--- config.mk ---
export PLATFORM = sky130hd
export DESIGN_NAME = button_reader_flat
export DESIGN_NICKNAME = d
export VERILOG_FILES = /design/src/rtl/blink_pkg.sv /design/src/rtl/button_reader_if.sv /design/src/rtl/button_reader_debounce_cell.sv /design/src/rtl/button_reader.sv /design/src/flat_wrapper.sv
export SDC_FILE = /design/constraint.sdc
export NUM_CORES = 1
export LEC_CHECK = 0
export CORE_MARGIN = 8
export CORE_UTILIZATION = 55
export CTS_BUF_LIST = sky130_fd_sc_hd__clkbuf_16
export CTS_CLUSTER_SIZE = 10
export DETAILED_ROUTE_END_ITERATION = 16
export HOLD_SLACK_MARGIN = 0.05
export PLACE_DENSITY = 0.76
export SKIP_LAST_GASP = 1
export SLEW_MARGIN = 25
export SYNTH_ARGS = -nofsm -noshare
export SYNTH_HDL_FRONTEND = slang
export SYNTH_SLANG_ARGS = --single-unit
export TNS_END_PERCENT = 30
--- constraint.sdc ---
create_clock -name clk -period 2.3 [get_ports clk]
set_clock_uncertainty 0.1 [all_clocks]
set_input_delay 0.345 -clock clk [delete_from_list [all_inputs] [get_ports clk]]
set_output_delay 0.345 -clock clk [all_outputs]
set_load 0.02 [all_outputs]
--- src/rtl/blink_pkg.sv ---
// -----------------------------------------------------------------------------
// blink_pkg
// Shared constants and elaboration-time helpers for the LED blinker and the
// button reader. Nothing here produces hardware on its own; the functions are
// evaluated at elaboration to size dividers and counters.
//
// Contents:
//   MS_PER_S        milliseconds per second, used to derive the ms tick
//   tick_div()      clock cycles per millisecond for a given clock frequency
//   clog2w()        bit width needed to hold values 0..value-1 (at least 1)
//   edge_kind_e     classification of a debounced transition
// -----------------------------------------------------------------------------
package blink_pkg;

    localparam int MS_PER_S = 1000;

    // Cycles per millisecond tick. Clamped to 1 so that a degenerate clock
    // setting still yields a legal divider (tick every cycle).
    function automatic int tick_div(input int clk_freq);
        int div;
        div = clk_freq / MS_PER_S;
        if (div < 1) begin
            div = 1;
        end
        return div;
    endfunction

    // Width of a counter that must represent 0..value-1. Never returns 0 so
    // the result can always be used directly as a vector width.
    function automatic int clog2w(input int value);
        int result;
        int v;
        result = 0;
        v = value - 1;
        while (v > 0) begin
            result = result + 1;
            v = v >> 1;
        end
        if (result < 1) begin
            result = 1;
        end
        return result;
    endfunction

    typedef enum logic [1:0] {
        EDGE_NONE = 2'd0,
        EDGE_RISE = 2'd1,
        EDGE_FALL = 2'd2
    } edge_kind_e;

endpackage

--- src/rtl/button_reader_if.sv ---
// -----------------------------------------------------------------------------
// button_reader_if
// Bundles the board-side pins and the debounced outputs of button_reader.
//
// Signals:
//   btn_raw       raw asynchronous button pins (driven by the board side)
//   btn_state     debounced level per button, 1 = pressed
//   btn_pressed   one-cycle pulse on an accepted press
//   btn_released  one-cycle pulse on an accepted release
//   tick_ms       one-cycle pulse per millisecond
//
// Modports:
//   master  board / consumer view: drives btn_raw, observes the results
//   slave   button_reader view: samples btn_raw, drives the results
// -----------------------------------------------------------------------------
interface button_reader_if #(
    parameter int N = 8
);

    logic [N-1:0] btn_raw;
    logic [N-1:0] btn_state;
    logic [N-1:0] btn_pressed;
    logic [N-1:0] btn_released;
    logic         tick_ms;

    modport master (
        output btn_raw,
        input  btn_state,
        input  btn_pressed,
        input  btn_released,
        input  tick_ms
    );

    modport slave (
        input  btn_raw,
        output btn_state,
        output btn_pressed,
        output btn_released,
        output tick_ms
    );

endinterface

--- src/rtl/button_reader_debounce_cell.sv ---
// -----------------------------------------------------------------------------
// debounce_cell
// Single-bit debouncer driven by a shared millisecond tick. A change of the
// synchronized input is accepted only after it has persisted, without
// interruption, across DEBOUNCE_MS ticks. Any return to the current state
// restarts the qualification.
//
// Ports:
//   clk    system clock
//   rst_n  asynchronous active-low reset
//   s      synchronized input, 1 = pressed
//   tick   one-cycle millisecond pulse
//   state  debounced level
//   rise   one-cycle pulse in the first cycle of state = 1
//   fall   one-cycle pulse in the first cycle of state = 0
// -----------------------------------------------------------------------------
module debounce_cell
    import blink_pkg::*;
#(
    parameter int DEBOUNCE_MS = 20
) (
    input  logic clk,
    input  logic rst_n,
    input  logic s,
    input  logic tick,
    output logic state,
    output logic rise,
    output logic fall
);

    localparam int                CNT_W    = clog2w(DEBOUNCE_MS + 1);
    localparam logic [CNT_W-1:0]  CNT_LAST = CNT_W'(DEBOUNCE_MS - 1);

    logic [CNT_W-1:0] cnt_q;
    logic [CNT_W-1:0] cnt_d;
    logic             state_q;
    logic             state_d;
    logic             rise_q;
    logic             rise_d;
    logic             fall_q;
    logic             fall_d;
    edge_kind_e       edge_kind;

    always_comb begin
        cnt_d     = cnt_q;
        state_d   = state_q;
        edge_kind = EDGE_NONE;

        if (s == state_q) begin
            // Input agrees with the published level: any partial count is
            // discarded so a bounce restarts qualification from scratch.
            cnt_d = '0;
        end else if (tick) begin
            // ">=" keeps the counter saturating even if it were ever to hold
            // an out-of-range value; it can never wrap past CNT_LAST.
            if (cnt_q >= CNT_LAST) begin
                state_d   = s;
                cnt_d     = '0;
                edge_kind = s ? EDGE_RISE : EDGE_FALL;
            end else begin
                cnt_d = cnt_q + 1'b1;
            end
        end

        rise_d = (edge_kind == EDGE_RISE);
        fall_d = (edge_kind == EDGE_FALL);
    end

    always_ff @(posedge clk or negedge rst_n) begin
        if (!rst_n) begin
            cnt_q   <= '0;
            state_q <= 1'b0;
            rise_q  <= 1'b0;
            fall_q  <= 1'b0;
        end else begin
            cnt_q   <= cnt_d;
            state_q <= state_d;
            rise_q  <= rise_d;
            fall_q  <= fall_d;
        end
    end

    assign state = state_q;
    assign rise  = rise_q;
    assign fall  = fall_q;

endmodule

--- src/rtl/button_reader.sv ---
// -----------------------------------------------------------------------------
// button_reader
// Reads N raw board buttons: each pin is brought into the clock domain with a
// two-flop synchronizer, normalized so that 1 means pressed, and debounced
// against a shared millisecond tick. Publishes the stable level plus one-cycle
// press/release pulses, and exports the tick for other blocks.
//
// Ports:
//   clk    system clock (CLK_FREQ Hz)
//   rst_n  asynchronous active-low reset
//   bus    button_reader_if.slave
//            btn_raw      in   raw pins (INVERT=1: pressed reads 0)
//            btn_state    out  debounced level, 1 = pressed
//            btn_pressed  out  pulse on accepted 0->1 of btn_state
//            btn_released out  pulse on accepted 1->0 of btn_state
//            tick_ms      out  pulse once per millisecond
//
// Every output comes straight from a flop; there is no combinational path
// from btn_raw to any output.
// -----------------------------------------------------------------------------
module button_reader
    import blink_pkg::*;
#(
    parameter int CLK_FREQ    = 25_000_000,
    parameter int N           = 8,
    parameter int DEBOUNCE_MS = 20,
    parameter bit INVERT      = 1'b1
) (
    input  logic            clk,
    input  logic            rst_n,
    button_reader_if.slave  bus
);

    localparam int               TICK_DIV = tick_div(CLK_FREQ);
    localparam int               DIV_W    = clog2w(TICK_DIV);
    localparam logic [DIV_W-1:0] DIV_LAST = DIV_W'(TICK_DIV - 1);
    // Pin level of a released button; the synchronizer resets to it so that
    // leaving reset never looks like a press.
    localparam logic [N-1:0]     IDLE_PIN = {N{INVERT}};

    if (CLK_FREQ < MS_PER_S) begin : g_bad_clk_freq
        $error("button_reader: CLK_FREQ must be at least 1000");
    end
    if (DEBOUNCE_MS < 1) begin : g_bad_debounce
        $error("button_reader: DEBOUNCE_MS must be at least 1");
    end

    // ---------------------------------------------------------------------
    // Millisecond tick
    // ---------------------------------------------------------------------
    logic [DIV_W-1:0] div_q;
    logic [DIV_W-1:0] div_d;
    logic             tick_q;
    logic             tick_d;

    // tick_q is registered but aligned with the divider: it is high in exactly
    // the cycle where div_q == TICK_DIV-1, so it is decoded from div_d.
    always_comb begin
        if (div_q == DIV_LAST) begin
            div_d = '0;
        end else begin
            div_d = div_q + 1'b1;
        end
        tick_d = (div_d == DIV_LAST);
    end

    always_ff @(posedge clk or negedge rst_n) begin
        if (!rst_n) begin
            div_q  <= '0;
            tick_q <= 1'b0;
        end else begin
            div_q  <= div_d;
            tick_q <= tick_d;
        end
    end

    // ---------------------------------------------------------------------
    // Two-flop synchronizer
    // ---------------------------------------------------------------------
    logic [N-1:0] sync1_q;
    logic [N-1:0] sync1_d;
    logic [N-1:0] sync2_q;
    logic [N-1:0] sync2_d;
    logic [N-1:0] s_vec;

    always_comb begin
        sync1_d = bus.btn_raw;
        sync2_d = sync1_q;
    end

    always_ff @(posedge clk or negedge rst_n) begin
        if (!rst_n) begin
            sync1_q <= IDLE_PIN;
            sync2_q <= IDLE_PIN;
        end else begin
            sync1_q <= sync1_d;
            sync2_q <= sync2_d;
        end
    end

    // Normalize polarity: 1 = pressed regardless of board wiring.
    assign s_vec = sync2_q ^ IDLE_PIN;

    // ---------------------------------------------------------------------
    // Per-bit debounce
    // ---------------------------------------------------------------------
    logic [N-1:0] state_vec;
    logic [N-1:0] rise_vec;
    logic [N-1:0] fall_vec;

    for (genvar i = 0; i < N; i++) begin : g_bit
        debounce_cell #(
            .DEBOUNCE_MS (DEBOUNCE_MS)
        ) u_cell (
            .clk   (clk),
            .rst_n (rst_n),
            .s     (s_vec[i]),
            .tick  (tick_q),
            .state (state_vec[i]),
            .rise  (rise_vec[i]),
            .fall  (fall_vec[i])
        );
    end

    assign bus.btn_state    = state_vec;
    assign bus.btn_pressed  = rise_vec;
    assign bus.btn_released = fall_vec;
    assign bus.tick_ms      = tick_q;

endmodule

--- src/flat_wrapper.sv ---
// flat-port wrapper written by rule: the top's interface ports become plain ports
module button_reader_flat import blink_pkg::*;
#(
    parameter int CLK_FREQ    = 25_000_000,
    parameter int N           = 8,
    parameter int DEBOUNCE_MS = 20,
    parameter bit INVERT      = 1'b1
)
  (clk, rst_n, bus_btn_raw, bus_btn_state, bus_btn_pressed, bus_btn_released, bus_tick_ms);
  button_reader_if #(.N(N)) bus_i ();
  input  logic clk;
  input  logic rst_n;
  input wire logic [$bits(bus_i.btn_raw)-1:0] bus_btn_raw;
  output wire logic [$bits(bus_i.btn_state)-1:0] bus_btn_state;
  output wire logic [$bits(bus_i.btn_pressed)-1:0] bus_btn_pressed;
  output wire logic [$bits(bus_i.btn_released)-1:0] bus_btn_released;
  output wire logic [$bits(bus_i.tick_ms)-1:0] bus_tick_ms;
  assign bus_i.btn_raw = bus_btn_raw;
  assign bus_btn_state = bus_i.btn_state;
  assign bus_btn_pressed = bus_i.btn_pressed;
  assign bus_btn_released = bus_i.btn_released;
  assign bus_tick_ms = bus_i.tick_ms;
  button_reader #(.CLK_FREQ(CLK_FREQ), .N(N), .DEBOUNCE_MS(DEBOUNCE_MS), .INVERT(INVERT)) u_core (.clk(clk), .rst_n(rst_n), .bus(bus_i));
endmodule
## Word level (Yosys, flattened, before mapping)

Index checks and enable logic that the tools add are counted.

- Divide/modulo/power cells: 0
- $mul: 0
- Order comparisons: 8
- Equal/unequal tests: 26
- Reductions and logical operators: 16
- Add/sub/neg operators: 9
- Multiplexer cells: 57
- Shift-type cells: 0
- Bitwise logic cells: 9

Operator list:

| operator | number |
|---|---|
| $mux W5 | 24 |
| $mux W2 | 32 |
| $add A5 B1 Y5 const B | 8 |
| $ge A5 B5 Y1 const B | 8 |
| $eq A15 B15 Y1 const B | 2 |
| $reduce_and A3 Y1 | 8 |
| $eq A2 B1 Y1 const B | 8 |
| $eq A2 B2 Y1 const B | 8 |
| $reduce_bool A2 Y1 | 8 |
| $add A15 B1 Y15 const B | 1 |
| $mux W15 | 1 |
| $eq A1 B1 Y1 | 8 |
| $not A1 Y1 | 8 |
| $not A8 Y8 | 1 |

- Bits in read-only memories: 0
- Bits in latches: 0
- Input port bits: 10
- Register bits after elaboration: 96
- Memories kept: 0
- Bits in writable memories: 0

## Depth between registers and ports, before layout

- Depth after elaboration: 6
- Gate-level depth with buffers: 6

## Cells and area by module

From an unflattened synthesis, not the netlist that was laid out.

- Cells, all modules: 405
- Area, all modules: 4620.7 um^2

Modules (own cells, without submodules):

| module | seq. area each (um^2) | cells an instance | times used | area each (um^2) |
|---|---|---|---|---|
| debounce_cell | 200.2 | 37 | 8 | 411.6 |
| button_reader | 820.8 | 109 | 1 | 1327.5 |

## Worst setup path before layout

No wires, ideal clock.

- Path type: register -> register
- Start point: reg u_core.g_bit[7].u_cell.cnt_q[0]
- End point: reg u_core.g_bit[7].u_cell.cnt_q[2]
- Period minus slack after synthesis: 1818 ps
- Arrival time: 1635 ps
- Setup time: 83 ps
- Cell stages (with the launch flop): 7
- Path slack: 482 ps
- Data required time: 2117 ps
- Cell sequence: dfrtp_1 > ha_1 > a2111o_1 > a211oi_2 > nor2b_1 > o21ai_0 > o21ai_0

- Word-level cells in the longest chain between the ends: 4

RTL lines:

| element | line | RTL |
|---|---|---|
| start, declared | button_reader_debounce_cell.sv:34 | `logic [CNT_W-1:0] cnt_q;` |
| start signal, assigned | button_reader_debounce_cell.sv:76 | `cnt_q <= cnt_d;` |
| $add A5 B1 Y5 / $ge A5 B5 Y1 (equally long branches) | button_reader_debounce_cell.sv:61, button_reader_debounce_cell.sv:56 |  |
| $mux W5 * | button_reader_debounce_cell.sv:56 | `if (cnt_q >= CNT_LAST) begin` |
| $mux W5 * | button_reader_debounce_cell.sv:53 | `end else if (tick) begin` |
| $mux W5 * | button_reader_debounce_cell.sv:49 | `if (s == state_q) begin` |

Mark *: on every way between the ends. The rest lies on a longest branch, timed or not. The select of a mux whose other input is x is not followed.
A chain may end at the register's enable or synchronous reset.

## Worst setup path after layout

Ends and elaborated chain as after synthesis.

==> results by group <==
Placement
  – Placed insts: ~530
  – Placed standard-cell area: approximately 4800 um^2
  – IO buf count: 34
  – DP HPWL: between 5000 and 6000 um
  – Gp weighted congestion: ~0.86

Finish
  – Final design utilization: 65.69%
  – Synth-to-layout area growth: 15.43%
  – Design area: ~5000 um^2
  – Ant. Diodes: 0
  – Nets: ~460
  – Fraction of layout cells with a size suffix above 1: a little under an eighth
  – Finished Layout Cells: 548

Clocking
  – Post-CTS Setup Inserts: 0
  – CTS tree: built
  – Hold buffers post-CTS: 1
  – Num CTS Buffers: 9
  – CTS clk-pin slew, worst paths: roughly 0.06 ns
  – Htree depth: 3
  – Worst-case clock buffer depth: 2
  – Worst-skew pair later-pin latency: ~0.33 ns
  – Clock Root Buffer: clkbuf_16
  – CTS sink cnt: 96
  – Cts repair resizes: 0

Yosys
  – Number of synthesized register bits: 96
  – Yosys warnings: 0
  – Syn_nets: ~440
  – Post-synth cell types: 43
  – Syn Inst Count: around 420
  – Number of synthesized flops with an enable pin: 0
  – Sequential area share after synthesis: 54.80%
  – Syn avg cell area: 10.65 um^2
  – Async SR Flop Fraction: 100.0%
  – Top post-synthesis cells by area: dfrtp_1, dfstp_2, buf_4
  – Top cell type's share of synthesized area: 45.29%
  – Yosys top cell by area: dfrtp_1
  – Post-Syn Area: 4420 um^2
  – Top FF cell, synth: dfrtp_1

Floorplanning
  – Core area: between 7000 and 8000 um^2
  – Chip width: about 110 um
  – Die area: roughly 11,000 um^2
  – IO Pins: 35
  – Rows: 32
  – Starting Density: approximately 57%
  – Die Y: ~110 um

Power
  – Tot Pwr: about 3.5 mW
  – Switching share of power: 19.11%
  – Pleak: roughly 2.3 nW
  – Worst IR Drop VDD: ~0.48 mV
  – Flop pwr share: 49.8%
  – Combinational share of power: approximately 2.4%
  – Internal power: around 2.8 mW
  – Psw: between 600 and 700 uW
  – Pwr dens: between 600 and 700 nW/um^2
  – Clock group share of total power: between 40 and 50%

Setup path
  – CP delay by family, top: compound AO/OA/AOI/OAI gates
  – Setup CP Type: flop to flop
  – Slowest cell on crit path: a211oi_2
  – CP Max Fanout: 7
  – Critical Path AT: between 2 and 2.5 ns
  – Setup crit end kind: flop
  – CP startpoint kind: flop
  – CP required: about 2.4 ns
  – CP Buf/Inv Count: 0
  – CP Cell Sequence: ha_1, a2111o_1, a211oi_2, nor2b_1, o21ai_0, o21ai_0
  – CP max stage delay: 0.45 ns
  – Worst path most repeated cell: o21ai_0

Global routing
  – Vias in the first global route: roughly 3.2k
  – Global-route wire length before repair: 14,310 um
  – Initial antenna violation count: 0
  – Gr ovfl total: 0
  – All-Layer GR Usage: between 15 and 20%
  – Largest net degree at the start of global routing: 46

Hold path
  – Min-Delay Path Class: flop to flop

STA
  – Slew Viols, Final: 0
  – Min cycle time layout: approximately 2.1 ns
  – Final period utilization: roughly 90%
  – Slew HR: 54.49%
  – Worst-margin pin slew: about 0.67 ns
  – TNS Setup: 0 ns
  – Hold Fails Final Rpt: 0
  – RSZ-0062 raised after global routing: false
  – Setup violations, final: 0
  – Fmax: 487.4 MHz

Drt
  – DR vias: roughly 3k
  – Routed len/inst: roughly 15 um
  – ANT nets after route: 0
  – Routed WL: a little over 8000 um
  – First-pass iteration count of the detailed router: 4
  – Number of remaining DRC errors: 0
  – Drt initial violations: 85
  – Vias per cell: between 5 and 6

Outcome
  – Status: completed

Flow run
  – Max-cap violations: 0
## sequential cells by signal (all words and copies together) (netlist names)
signal	flops
u_core.g_bit.u_cell.cnt_q	40
u_core.g_bit.u_cell.rise	8
u_core.div_q	15
u_core.g_bit.u_cell.fall	8
u_core.sync2_q	8
u_core.g_bit.u_cell.state	8
u_core.sync1_q	8
u_core.bus.tick_ms	1
## cells in the final DEF, fill, tap and decap left out, types with 5 or more instances in the layout
cell type,count
dfrtp_1,80
nor2_1,45
nand2_1,37
o21ai_0,36
clkdlybuf4s50_1,33
nand3_1,30
xnor2_1,20
inv_1,16
dfstp_2,16
xor2_1,13
a22o_1,11
ha_1,10
clkbuf_16,9
a21oi_1,7
and2_1,7
a21o_1,7
buf_4,7
a2111oi_0,6
o211ai_1,6
nor3_1,5
## final timing paths
kind	depth (start not counted)	to	startpoint	slack, ns
min reg2reg	0	u_core.sync2_q[5]	u_core.sync1_q[5]	0.25
max	6	u_core.g_bit[7].u_cell.cnt_q[2]	u_core.g_bit[7].u_cell.cnt_q[0]	0.25
max reg2reg	6	u_core.g_bit[7].u_cell.cnt_q[2]	u_core.g_bit[7].u_cell.cnt_q[0]	0.25
min in group asynchronous	2	u_core.g_bit[6].u_cell.state	rst_n	0.45
max in group asynchronous	3	u_core.sync1_q[5]	rst_n	0.97
min	0	u_core.sync2_q[5]	u_core.sync1_q[5]	0.25
## power groups by stage
stage          clock network (mW)  logic, mW  registers, mW
2_1_floorplan                   0     0.0219           1.75
3_3_place_gp                    0     0.0803           1.75
3_5_place_dp                    0     0.0825           1.75
4_1_cts                      1.69     0.0850           1.72
5_1_grt                      1.76     0.0938           1.72
6_report                     1.65     0.0817           1.72
## metrics by stage
stage               setup slack (ns)  hold WS [ns]
CTS                           0.2617        0.2528
global placement              0.4055        0.2456
global route                 0.02979        0.2542
floorplan                     0.4821      -0.05059
detailed placement            0.3088        0.2468
finish                        0.2482        0.2509
## layer usage
layer	global-route usage (%)	vias to the layer above	routed length [um]
met5	0	-	0
met4	4.322	0	55
met3	4.141	4	294
met2	26.81	55	4181
met1	18.11	1504	3529
li1	-	1484	-
## synth_stat cells (2+ instances only)
library cell  number
o211ai_1           6
nand4b_1           2
and2_1             7
a21oi_1            7
inv_1             15
a211oi_2           2
a2111oi_0          6
nand3_1           30
ha_1              10
a2111o_1           2
mux2i_1            2
nor2b_1            3
xor2_1            13
nor3_1             5
o21ai_0           36
clkbuf_1           2
a22o_1            11
nand4_1            3
dfrtp_1           80
and3_1             3
a21o_1             7
nor2_1            45
buf_4             25
dfstp_2           16
or3_1              2
or3_4              2
o21bai_1           2
nand2_1           37
xnor2_1           20
## kinds of logic (layout without fill, tap and decap cells)
family                     after synthesis  after routing  synth area share (%)
adders and majority gates               10             10                 2.830
AOI/OAI and AO/OA                       82             82                 12.74
xor gates and xnor gates                33             33                 6.538
muxes                                    3              3                0.7076
buffers and inverters                   42             73                 5.689
DFF                                     96             96                 54.80
and+or+nand+nor                        149            149                 16.70
## worst reg2reg max path, stage by stage (launching register included)
cell and delay, ns:
dfrtp_1 0.42, ha_1 0.26, a2111o_1 0.38, a211oi_2 0.45, nor2b_1 0.18, o21ai_0 0.07
o21ai_0 0.10
## cell type report
cell class                      count  area (um^2)
Multi-Input combinational cell    277         1747
Clock buffer                        9        225.2
Clock inverter                      7        111.4
Tap cell                          102        127.6
Timing Repair Buffer               42        412.9
Fill cell                         608         2665
Inverter                           15        56.30
Sequential cell                    96         2422
(Power assumes the default switching activity.)
